--- config.mk ---
export PLATFORM = sky130hd
export DESIGN_NAME = cam_write_port_flat
export DESIGN_NICKNAME = d
export VERILOG_FILES = /design/src/rtl/cam_write_port_if.sv /design/src/rtl/cam_write_port.sv /design/src/flat_wrapper.sv
export SDC_FILE = /design/constraint.sdc
export NUM_CORES = 1
export LEC_CHECK = 0
export ABC_AREA = 1
export ABC_CLOCK_PERIOD_IN_PS = 1700
export CORE_UTILIZATION = 48
export DETAILED_ROUTE_END_ITERATION = 12
export PLACE_DENSITY = 0.87
export SYNTH_ARGS = -nofsm -noshare
export SYNTH_HDL_FRONTEND = slang
export SYNTH_SLANG_ARGS = --single-unit
export TNS_END_PERCENT = 5
--- constraint.sdc ---
create_clock -name clk -period 1.7 [get_ports clk]
set_input_delay 0.17 -clock clk [delete_from_list [all_inputs] [get_ports clk]]
set_output_delay 0.17 -clock clk [all_outputs]
set_load 0.02 [all_outputs]
--- src/rtl/cam_write_port_if.sv ---
// Request and CAM-array signal bundle for the CAM write port.
// The master side is the requester plus search logic; the slave side is the write port.
interface cam_write_port_if #(
    parameter int unsigned ENTRIES = 32,
    parameter int unsigned IDX_W   = 5,
    parameter int unsigned DATA_W  = 32
) ();
    logic               wr_valid;
    logic               wr_ready;
    logic [IDX_W-1:0]   wr_index;
    logic [DATA_W-1:0]  wr_data;
    logic               wr_invalidate;
    logic               search_busy;
    logic [ENTRIES-1:0] entry_we;
    logic [DATA_W-1:0]  entry_data;
    logic               entry_valid_bit;
    logic               wr_done;
    logic               wr_err;

    modport master (
        output wr_valid, wr_index, wr_data, wr_invalidate, search_busy,
        input  wr_ready, entry_we, entry_data, entry_valid_bit, wr_done, wr_err
    );

    modport slave (
        input  wr_valid, wr_index, wr_data, wr_invalidate, search_busy,
        output wr_ready, entry_we, entry_data, entry_valid_bit, wr_done, wr_err
    );
endinterface

--- src/rtl/cam_write_port.sv ---
// CAM write port: takes one write/invalidate request at a time and issues a single-cycle
// one-hot entry write, deferring while a search runs and dropping on bad index or timeout.
module cam_write_port #(
    parameter int unsigned ENTRIES   = 32,
    parameter int unsigned IDX_W     = 5,
    parameter int unsigned DATA_W    = 32,
    parameter int unsigned STALL_MAX = 15
) (
    input logic           clk,
    input logic           reset_n,
    cam_write_port_if.slave bus
);
    localparam int unsigned CNT_W = $clog2(STALL_MAX + 2);

    typedef enum logic [1:0] {StIdle, StPending, StCommit} state_e;

    state_e             state_q, state_d;
    logic [IDX_W-1:0]   idx_q, idx_d;
    logic [DATA_W-1:0]  data_q, data_d;
    logic               inv_q, inv_d;
    logic [CNT_W-1:0]   stall_q, stall_d;
    logic [ENTRIES-1:0] entry_we_q, entry_we_d;
    logic [DATA_W-1:0]  entry_data_q, entry_data_d;
    logic               valid_bit_q, valid_bit_d;
    logic               done_q, done_d;
    logic               err_q, err_d;

    logic               wr_ready;
    logic               idx_bad;
    logic [ENTRIES-1:0] we_dec;

    assign wr_ready = (state_q == StIdle) && !bus.search_busy && reset_n;
    assign idx_bad  = 32'(idx_q) >= ENTRIES;

    always_comb begin
        we_dec = '0;
        for (int unsigned i = 0; i < ENTRIES; i++) begin
            we_dec[i] = (32'(idx_q) == i);
        end
    end

    always_comb begin
        state_d      = state_q;
        idx_d        = idx_q;
        data_d       = data_q;
        inv_d        = inv_q;
        stall_d      = stall_q;
        entry_we_d   = '0;
        entry_data_d = entry_data_q;
        valid_bit_d  = valid_bit_q;
        done_d       = 1'b0;
        err_d        = 1'b0;
        unique case (state_q)
            StIdle: begin
                if (bus.wr_valid && wr_ready) begin
                    idx_d   = bus.wr_index;
                    data_d  = bus.wr_data;
                    inv_d   = bus.wr_invalidate;
                    stall_d = '0;
                    state_d = StPending;
                end
            end
            StPending: begin
                // Bad index is reported even while a search holds off the commit.
                if (idx_bad) begin
                    err_d   = 1'b1;
                    state_d = StIdle;
                end else if (!bus.search_busy) begin
                    entry_we_d   = we_dec;
                    entry_data_d = data_q;
                    valid_bit_d  = !inv_q;
                    state_d      = StCommit;
                end else if (stall_q == CNT_W'(STALL_MAX)) begin
                    err_d   = 1'b1;
                    state_d = StIdle;
                end else begin
                    stall_d = stall_q + 1'b1;
                end
            end
            StCommit: begin
                done_d  = 1'b1;
                state_d = StIdle;
            end
            default: state_d = StIdle;
        endcase
    end

    always_ff @(posedge clk or negedge reset_n) begin
        if (!reset_n) begin
            state_q      <= StIdle;
            idx_q        <= '0;
            data_q       <= '0;
            inv_q        <= 1'b0;
            stall_q      <= '0;
            entry_we_q   <= '0;
            entry_data_q <= '0;
            valid_bit_q  <= 1'b0;
            done_q       <= 1'b0;
            err_q        <= 1'b0;
        end else begin
            state_q      <= state_d;
            idx_q        <= idx_d;
            data_q       <= data_d;
            inv_q        <= inv_d;
            stall_q      <= stall_d;
            entry_we_q   <= entry_we_d;
            entry_data_q <= entry_data_d;
            valid_bit_q  <= valid_bit_d;
            done_q       <= done_d;
            err_q        <= err_d;
        end
    end

    assign bus.wr_ready        = wr_ready;
    assign bus.entry_we        = entry_we_q;
    assign bus.entry_data      = entry_data_q;
    assign bus.entry_valid_bit = valid_bit_q;
    assign bus.wr_done         = done_q;
    assign bus.wr_err          = err_q;
endmodule
--- src/flat_wrapper.sv ---
// flat-port wrapper written by rule: the top's interface ports become plain ports
module cam_write_port_flat 
#(
    parameter int unsigned ENTRIES   = 32,
    parameter int unsigned IDX_W     = 5,
    parameter int unsigned DATA_W    = 32,
    parameter int unsigned STALL_MAX = 15
)
  (clk, reset_n, bus_wr_valid, bus_wr_index, bus_wr_data, bus_wr_invalidate, bus_search_busy, bus_wr_ready, bus_entry_we, bus_entry_data, bus_entry_valid_bit, bus_wr_done, bus_wr_err);
  cam_write_port_if #(.ENTRIES(ENTRIES), .IDX_W(IDX_W), .DATA_W(DATA_W)) bus_i ();
  input logic clk;
  input logic reset_n;
  input wire logic [$bits(bus_i.wr_valid)-1:0] bus_wr_valid;
  input wire logic [$bits(bus_i.wr_index)-1:0] bus_wr_index;
  input wire logic [$bits(bus_i.wr_data)-1:0] bus_wr_data;
  input wire logic [$bits(bus_i.wr_invalidate)-1:0] bus_wr_invalidate;
  input wire logic [$bits(bus_i.search_busy)-1:0] bus_search_busy;
  output wire logic [$bits(bus_i.wr_ready)-1:0] bus_wr_ready;
  output wire logic [$bits(bus_i.entry_we)-1:0] bus_entry_we;
  output wire logic [$bits(bus_i.entry_data)-1:0] bus_entry_data;
  output wire logic [$bits(bus_i.entry_valid_bit)-1:0] bus_entry_valid_bit;
  output wire logic [$bits(bus_i.wr_done)-1:0] bus_wr_done;
  output wire logic [$bits(bus_i.wr_err)-1:0] bus_wr_err;
  assign bus_i.wr_valid = bus_wr_valid;
  assign bus_i.wr_index = bus_wr_index;
  assign bus_i.wr_data = bus_wr_data;
  assign bus_i.wr_invalidate = bus_wr_invalidate;
  assign bus_i.search_busy = bus_search_busy;
  assign bus_wr_ready = bus_i.wr_ready;
  assign bus_entry_we = bus_i.entry_we;
  assign bus_entry_data = bus_i.entry_data;
  assign bus_entry_valid_bit = bus_i.entry_valid_bit;
  assign bus_wr_done = bus_i.wr_done;
  assign bus_wr_err = bus_i.wr_err;
  cam_write_port #(.ENTRIES(ENTRIES), .IDX_W(IDX_W), .DATA_W(DATA_W), .STALL_MAX(STALL_MAX)) u_core (.clk(clk), .reset_n(reset_n), .bus(bus_i));
endmodule
==> flow_summary_export.csv, run 1 <==
group,metric,value,unit
run_status,outcome,"finished clean",
die,die_h,96.52,um
cts,clkLatencyLatePin,360,ps
routing,routed_wl,8.988,mm
cts,cts.path.max_buffers,2,
power_and_ir_drop,p_per_area,1185,nW/um^2
cts,cts.clk_slew.worst_paths,100,ps
finish,syn2layout_area_growth,34.49,%
finish,fin_cells,681,
synthesis,ys_ff_latch,112,
setup_path,end_kind,"output port",
timing,setup_viol,0,
timing,maxSlewViolCount,0,
routing,viasPerCell,4.837,
timing,max-slew-margin-rel,0.6266,
setup_path,rrSetupSlack,100,ps
die,die_area,9315,um^2
die,num_rows,34,
global_route,antenna_found_initial,0,
die,start_util,0.4941,
synthesis,syn_inst,452,
synthesis,netlist_area,4288,um^2
timing,min_period_over_period,0.9502,
die,dieWidth,96.52,um
synthesis,synth_nets,496,
routing,remaining_drc_errors,0,
global_route,grt_max_degree,113,
setup_path,reg2regPathDepth,8,
min_path,hp-start,"bus_wr_data[19]",
run,drv_cap,0,
finish,final_util,0.6645,
setup_path,cp.required,1530,ps
timing,skew,15.40,ps
place,gp_congestion,0.7962,
die,pin_count,110,
global_route,grt_use_total,0.2014,
synthesis,ys_seq_area_frac,0.6536,
min_path,holdPathEnd,"u_core.data_q[19]",
timing,worstMarginPinSlew,560.1,ps
finish,mostFrequentLayoutCell,"nand2_1",
setup_path,path_max_fanout,2,
timing,finalCriticalPeriod,1615,ps
timing,fin_setup_tns,0,ps
finish,layout_common_cells,"167 x nand2_1, 112 x dfrtp_1, 107 x clkdlybuf4s50_1, 50 x inv_1, 39 x o21ai_0",
setup_path,critPathKind,"input port to output port",
cts,cts_tree,"yes",
setup_path,cp.arrival,1450,ps
finish,nets,612,
synthesis,yosysWarnings,0,
cts,cts_buffers,9,
place,place_hpwl,6.144,mm
cts,clock-root-buffer,"clkbuf_8",
power_and_ir_drop,p_leak,2.887,nW
timing,hold_violations,0,
cts,clkSinkCount,112,
finish,num_antenna_cells,0,
power_and_ir_drop,vdd_drop_max,690.7,uV
die,core,8678,um^2
setup_path,reg2reg_from,"u_core.stall_q[0]",
cts,htree_levels,3,
timing,rsz0062_at_grt,"no",
setup_path,cp-start-kind,"input port",
routing,vias,3294,
finish,drive_gt1_frac,0.08377,
place,dp_cells,662,
global_route,grt_pass1_vias,3165,
routing,final_antenna_net_count,0,
min_path,hp-class,"input port to register",
setup_path,r2r-end,"u_core.stall_q[0]",
global_route,gr-total-overflow,0,
routing,drt_iter0_drc,161,
place,io_buffers,109,
min_path,min_path_cells,3,
routing,drt_pass1_iterations,5,
global_route,grt_pass1_wl,14.33,mm
routing,drt-wirelength-per-cell,13.20,um
synthesis,ys_types,20,
synthesis,synth_area_per_cell,9.486,um^2
timing,timing.fmax,619.1,MHz
final cells by class:
cell class | instances | area (um^2)
Clock inverter | 6 | 48.80
Timing Repair Buffer | 122 | 1237
Tap cell | 108 | 135.1
Fill cell | 697 | 2912
Multi-Input combinational cell | 271 | 1210
Clock buffer | 10 | 137.6
Inverter | 52 | 195.2
Sequential cell | 112 | 2803
report_power, final:
| part | switching, mW | internal [mW] | total [mW] |
|---|---|---|---|
| logic | 0.988 | 0.859 | 1.85 |
| registers | 0.326 | 3.17 | 3.50 |
| clock network | 0.896 | 0.593 | 1.49 |
metal layers:
layer,vias up,track usage,share of wire
met5,-,0,0
met4,0,0.06005,0.0070
met3,5,0.03365,0.048
met2,89,0.3580,0.52
met1,1609,0.2520,0.42
li1,1591,-,-
cell families after synthesis:
group                      count (synthesis)  synth area share
AOI/OAI and AO/OA                         39           0.04552
buffers and inverters                     69           0.06711
adders and majority gates                  2          0.005835
and+or+nand+nor                          230            0.2279
DFF                                      112            0.6536
cell usage after synthesis:
library cell | count | area (um^2)
nand3_1 | 8 | 40.04
inv_1 | 50 | 187.7
buf_12 | 1 | 20.02
dfrtp_1 | 112 | 2803
o21ai_0 | 39 | 195.2
nor2_4 | 11 | 123.9
or2_1 | 1 | 6.260
nor3_1 | 1 | 5.000
nand4_1 | 1 | 6.260
clkbuf_1 | 11 | 41.29
nor2_1 | 36 | 135.1
nand2_4 | 1 | 11.26
nand2_1 | 168 | 630.6
ha_1 | 2 | 25.02
buf_2 | 4 | 20.02
nor4_1 | 1 | 6.260
buf_6 | 1 | 11.26
clkinv_1 | 1 | 3.750
inv_2 | 1 | 3.750
or2_2 | 2 | 12.51
through the flow:
| stage | cell area [um^2] | setup slack, ps | power (mW) | hold slack [ps] |
|---|---|---|---|---|
| after floorplan | 4288 | 183.8 | 4.414 | -125.6 |
| after global placement | 5549 | 59.52 | 5.301 | 321.1 |
| after detailed placement | 5549 | 23.41 | 5.386 | 329.4 |
| after CTS | 5747 | 19.38 | 6.876 | 345.2 |
| after global routing | 5767 | 10.23 | 7.233 | 347.6 |
| final | 5767 | 84.73 | 6.832 | 360.4 |
repair_timing:
| item | in CTS | in global routing |
|---|---|---|
| gates resized for setup | 2 | 2 |
| setup endpoints to repair | 3 | 2 |
| hold endpoints to repair | 112 | 0 |
| buffers inserted | 0 | 2 |
| hold buffers | 1 | 0 |
| pin swaps | 0 | 2 |
state kept, by name, summed over array words and instances, names as in the netlist:
| signal | cells |
|---|---|
| u_core.bus.entry_valid_bit | 1 |
| u_core.stall_q | 5 |
| u_core.bus.entry_data | 32 |
| u_core.bus.wr_done | 1 |
| u_core.bus.entry_we | 32 |
| u_core.data_q | 32 |
| u_core.inv_q | 1 |
| u_core.state_q | 2 |
| u_core.idx_q | 5 |
| u_core.bus.wr_err | 1 |
worst max-delay path by stage:
stage / startpoint / endpoint / slack, ps / depth (start not counted)
2_1_floorplan: u_core.stall_q[0] / u_core.stall_q[0] / 180 / 8
3_3_place_gp: bus_search_busy / bus_wr_ready / 60 / 3
3_5_place_dp: u_core.stall_q[0] / u_core.stall_q[4] / 20 / 8
4_1_cts: u_core.stall_q[0] / u_core.stall_q[0] / 20 / 8
5_1_grt: u_core.stall_q[0] / u_core.stall_q[0] / 10 / 8
6_report: reset_n / bus_wr_ready / 80 / 5
critical path: stages:
cell and delay (ps):
dlygate4sd3_1 550, buf_4 140, inv_1 60, nor4_1 150
dlygate4sd2_1 360
Note: power is estimated with default switching activity, not from simulation.
==> run 2: changes to the inputs <==
SKIP_CTS_REPAIR_TIMING = 1   (was unset)
==> flow_summary_export.csv, run 2 (synthesized netlist as in run 1, its figures left out) <==
group,metric,value,unit
run_status,outcome,"finished clean",
finish,drive_gt1_frac,0.08056,
die,pin_count,110,
run,drv_cap,0,
setup_path,path_max_fanout,8,
cts,cts_buffers,9,
timing,setup_viol,0,
timing,timing.fmax,629.7,MHz
die,start_util,0.4941,
min_path,min_path_cells,3,
die,num_rows,34,
setup_path,crit_chain,"ha_2 > nand2_1 > nor2_1 > ha_1 > nor2_2 > nand2_2 > or2_2 > nand2_1",
timing,min_period_over_period,0.9342,
routing,drt_iter0_drc,150,
global_route,grt_pass1_wl,14.22,mm
global_route,grt_max_degree,113,
cts,cts.path.max_buffers,2,
global_route,antenna_found_initial,0,
die,die_h,96.52,um
routing,viasPerCell,4.810,
place,gp_congestion,0.7962,
die,die_area,9315,um^2
finish,design_area,5756,um^2
die,core,8678,um^2
power_and_ir_drop,p_leak,2.889,nW
routing,drt_pass1_iterations,5,
cts,clock-root-buffer,"clkbuf_8",
cts,cts.clk_slew.worst_paths,110,ps
finish,nets,610,
setup_path,crit_path_max_incr_delay,440,ps
timing,max-slew-margin-rel,0.6244,
timing,maxSlewViolCount,0,
routing,final_antenna_net_count,0,
global_route,grt_pass1_vias,3179,
power_and_ir_drop,p_int,4.613,mW
global_route,gr-total-overflow,0,
place,io_buffers,109,
timing,rsz0062_at_grt,"no",
setup_path,cp.required,2000,ps
finish,fill_cells,696,
setup_path,reg2regPathDepth,8,
setup_path,cp-start-kind,"register",
finish,regArea,2803,um^2
routing,remaining_drc_errors,0,
power_and_ir_drop,switching_share,0.3235,
power_and_ir_drop,vdd_drop_max,690.4,uV
timing,hold_violations,0,
power_and_ir_drop,seq_power_share,0.513,
timing,fin_setup_tns,0,ps
cts,clkSinkCount,112,
setup_path,cp.arrival,1890,ps
min_path,hp-start,"bus_wr_data[9]",
power_and_ir_drop,clkPwrFrac,0.218,
setup_path,crit_top_cell,"nand2_1",
cts,clkLatencyLatePin,360,ps
timing,finalCriticalPeriod,1588,ps
power_and_ir_drop,finalPower,6.819,mW
min_path,holdPathEnd,"u_core.data_q[9]",
finish,mostFrequentLayoutCell,"nand2_1",
min_path,hp-class,"input port to register",
setup_path,end_kind,"register",
die,dieWidth,96.52,um
timing,skew,16.00,ps
routing,routed_wl,8.936,mm
finish,syn2layout_area_growth,34.23,%
power_and_ir_drop,comb_power_share,0.269,
place,dpl-instance-area,5549,um^2
cts,cts_tree,"yes",
setup_path,rrSetupSlack,110,ps
setup_path,critPathKind,"register to register",
global_route,grt_use_total,0.1993,
power_and_ir_drop,p_sw,2.206,mW
cts,htree_levels,3,
routing,drt-wirelength-per-cell,13.16,um
place,place_hpwl,6.144,mm
finish,num_antenna_cells,0,
finish,multi_input_area,1210,um^2
setup_path,reg2reg_from,"u_core.stall_q[0]",
routing,vias,3266,
setup_path,slowest_stage,"dfrtp_1",
power_and_ir_drop,p_per_area,1185,nW/um^2
finish,layout_common_cells,"167 x nand2_1, 112 x dfrtp_1, 107 x clkdlybuf4s50_1, 50 x inv_1, 39 x o21ai_0",
timing,worstMarginPinSlew,563.4,ps
setup_path,r2r-end,"u_core.stall_q[4]",
[run 2: cell types whose count changed in the layout (fill, tap and decap cells not counted), sizes merged]
cell | before | now
buf | 13 | 11
dlymetal6s2s | 0 | 1
dlygate4sd2 | 1 | 0
[run 2: cell type report]
cell class | instances | share of cell area
Timing Repair Buffer | 120 | 0.2130
Inverter | 52 | 0.03391
Sequential cell | 112 | 0.4870
Clock buffer | 10 | 0.02391
Tap cell | 108 | 0.02348
Clock inverter | 6 | 0.008478
Multi-Input combinational cell | 271 | 0.2102
[run 2: worst max-delay path: cells and delay by family (launching register included)]
kind / cells / cell delay [ps]
adders and majority gates: 2 / 390
and+or+nand+nor: 6 / 700
DFF: 1 / 440
[run 2: worst max-delay path by stage]
stage | from | endpoint | slack (ps) | cells after the start
2_1_floorplan | u_core.stall_q[0] | u_core.stall_q[0] | 180 | 8
3_3_place_gp | bus_search_busy | bus_wr_ready | 60 | 3
3_5_place_dp | u_core.stall_q[0] | u_core.stall_q[4] | 20 | 8
4_1_cts | u_core.state_q[0] | bus_wr_ready | -170 | 2
5_1_grt | u_core.stall_q[0] | u_core.stall_q[0] | 20 | 8
6_report | u_core.stall_q[0] | u_core.stall_q[4] | 110 | 8
[run 2: power groups by stage]
| stage | registers (mW) | logic, mW | clock network (mW) |
|---|---|---|---|
| 2_1_floorplan | 3.84 | 0.572 | 0 |
| 3_3_place_gp | 3.51 | 1.79 | 0 |
| 3_5_place_dp | 3.54 | 1.85 | 0 |
| 4_1_cts | 3.50 | 1.85 | 1.52 |
| 5_1_grt | 3.56 | 2.02 | 1.64 |
| 6_report | 3.50 | 1.83 | 1.49 |
[run 2: metrics by stage]
stage / util / worst slack, ps / instances / hold WS, ps
CTS: 0.6609 / -174.0 / 678 / -79.38
floorplan: - / 183.8 / 452 / -125.6
finish: 0.6632 / 111.9 / 679 / 357.9
detailed placement: 0.6394 / 23.41 / 662 / 329.4
global placement: 0.6394 / 59.52 / 662 / 321.1
global route: 0.6632 / 21.39 / 679 / 347.6
[run 2: metal layers]
metal | global-route usage | up-vias | wire [um]
li1 | - | 1584 | -
met3 | 0.03443 | 5 | 452
met4 | 0.06127 | 0 | 63
met1 | 0.2490 | 1591 | 3788
met5 | 0 | - | 0
met2 | 0.3527 | 86 | 4632
==> run 3: changes to the inputs <==
CORE_UTILIZATION = 62   (was 48)
DONT_BUFFER_PORTS = 1   (was unset)
PLACE_DENSITY = 0.86   (was 0.87)
==> flow_summary_export.csv, run 3 (synthesized netlist as in run 1, its figures left out) <==
group,metric,value,unit
run_status,outcome,"finished, violations left",
run_status,failed_checks,"negative hold slack",
power_and_ir_drop,seq_power_share,0.618,
finish,regArea,2803,um^2
die,die_h,85.16,um
cts,clkLatencyLatePin,360,ps
routing,drt-wirelength-per-cell,14.74,um
timing,worstMarginPinSlew,529.7,ps
power_and_ir_drop,switching_share,0.3299,
place,dp_cells,517,
finish,multi_input_area,1205,um^2
timing,skew,9.031,ps
setup_path,crit_path_max_incr_delay,420,ps
global_route,gr-total-overflow,0,
routing,remaining_drc_errors,0,
routing,viasPerCell,5.196,
global_route,grt_use_total,0.2234,
timing,maxSlewViolCount,0,
power_and_ir_drop,finalPower,6.331,mW
routing,vias,2972,
timing,setup_viol,0,
global_route,grt_pass1_wl,12.52,mm
timing,min_period_over_period,0.9514,
power_and_ir_drop,vdd_drop_max,871.6,uV
timing,rsz0062_at_grt,"no",
power_and_ir_drop,p_int,4.242,mW
global_route,grt_pass1_vias,2694,
finish,mostFrequentLayoutCell,"nand2_1",
die,core,6495,um^2
cts,cts.clk_slew.worst_paths,100,ps
finish,nets,534,
global_route,antenna_found_initial,0,
setup_path,crit_chain,"ha_1 > nand2_1 > nor2_1 > ha_1 > nor2_1 > nand2_2 > or2_2 > nand2_1",
routing,final_antenna_net_count,0,
setup_path,path_max_fanout,8,
place,gp_congestion,0.8208,
timing,timing.fmax,618.3,MHz
power_and_ir_drop,p_sw,2.088,mW
power_and_ir_drop,comb_power_share,0.126,
routing,routed_wl,8.429,mm
finish,layout_common_cells,"167 x nand2_1, 112 x dfrtp_1, 50 x inv_1, 39 x o21ai_0, 38 x dlygate4sd3_1",
die,pin_count,110,
setup_path,cp-start-kind,"register",
cts,htree_levels,3,
timing,finalCriticalPeriod,1617,ps
setup_path,cp.required,2000,ps
finish,final_util,0.7617,
finish,fin_cells,572,
cts,cts_tree,"yes",
timing,fin_setup_tns,0,ps
finish,num_antenna_cells,0,
global_route,grt_max_degree,114,
power_and_ir_drop,clkPwrFrac,0.256,
cts,clkSinkCount,112,
timing,hold_violations,112,
setup_path,critical_path.startpoint,"u_core.stall_q[0]",
timing,max-slew-margin-rel,0.6460,
routing,drt_iter0_drc,228,
run,drv_cap,0,
min_path,hp-class,"input port to asynchronous set/reset pin",
die,start_util,0.6602,
cts,cts_buffers,9,
finish,drive_gt1_frac,0.07879,
power_and_ir_drop,p_leak,2.602,nW
place,io_buffers,0,
setup_path,slowest_stage,"dfrtp_1",
setup_path,cp.arrival,1920,ps
routing,drt_pass1_iterations,4,
power_and_ir_drop,p_per_area,1280,nW/um^2
setup_path,reg2reg_from,"u_core.stall_q[0]",
cts,cts.path.max_buffers,2,
setup_path,critPathKind,"register to register",
setup_path,end_kind,"register",
finish,syn2layout_area_growth,15.38,%
timing,hold_slack,-506.7,ps
die,num_rows,29,
die,dieWidth,85.16,um
die,die_area,7252,um^2
place,place_hpwl,5.030,mm
cts,clock-root-buffer,"clkbuf_8",
finish,fill_cells,442,
[run 3: cell types whose count changed in the layout (fill, tap and decap cells not counted)]
| cell | change |
|---|---|
| clkinvlp_4 | +1 |
| clkdlybuf4s50_1 | -107 |
| nor2_1 | +1 |
| buf_4 | -2 |
| bufinv_16 | +1 |
| ha_2 | -1 |
| buf_12 | -3 |
| dlymetal6s2s_1 | -1 |
| ha_1 | +1 |
| clkinv_4 | -1 |
| clkinv_2 | -1 |
| nor2_2 | -1 |
| dlygate4sd3_1 | +37 |
[run 3: power by group through the flow]
| stage | Clock [mW] | Combinational [mW] | Sequential, mW |
|---|---|---|---|
| 2_1_floorplan | 0 | 0.572 | 3.84 |
| 3_3_place_gp | 0 | 0.648 | 3.93 |
| 3_5_place_dp | 0 | 0.702 | 3.96 |
| 4_1_cts | 1.65 | 0.706 | 3.91 |
| 5_1_grt | 1.76 | 0.921 | 3.97 |
| 6_report | 1.62 | 0.798 | 3.91 |
[run 3: critical path, delay by kind of cell, from the launching register on]
family | cells | cell delay (ps)
adders and majority gates | 2 | 410
and+or+nand+nor | 6 | 750
DFF | 1 | 420
[run 3: area by class of cell]
type                       instances  area share
clock inverter                     6     0.01467
sequential                       112      0.5665
inverter                          52     0.03945
timing repair buffer              44     0.08852
multi-input combinational        271      0.2436
clock buffer                      10     0.02782
tap                               77     0.01947
[run 3: path summary, 6_finish.rpt]
| path | to | slack (ps) | cells past startpoint |
|---|---|---|---|
| setup / recovery | u_core.stall_q[4] | 80 | 8 |
| hold / removal | u_core.bus.entry_we[21] | -510 | 0 |
| setup reg to reg | u_core.stall_q[4] | 80 | 8 |
| hold reg to reg | u_core.bus.entry_data[0] | 480 | 2 |
| max in group asynchronous | u_core.data_q[22] | 2080 | 0 |
| min in group clk | u_core.bus.wr_err | 30 | 2 |
[run 3: through the flow]
| stage | setup slack, ps | cell area, um^2 | hold WS [ps] |
|---|---|---|---|
| after floorplan | 183.8 | 4288 | -125.6 |
| after global placement | 126.4 | 4347 | -123.6 |
| after detailed placement | 39.34 | 4347 | -123.5 |
| after CTS | 20.38 | 4557 | -523.3 |
| after global routing | 5.959 | 4947 | -533.3 |
| final | 82.70 | 4947 | -506.7 |
[run 3: layer usage]
layer | routed length (um) | vias up | track usage
met3 | 454 | 8 | 0.06323
li1 | - | 1431 | -
met4 | 84 | 0 | 0.08166
met1 | 3332 | 1448 | 0.2842
met5 | 0 | - | 0
met2 | 4558 | 85 | 0.3695
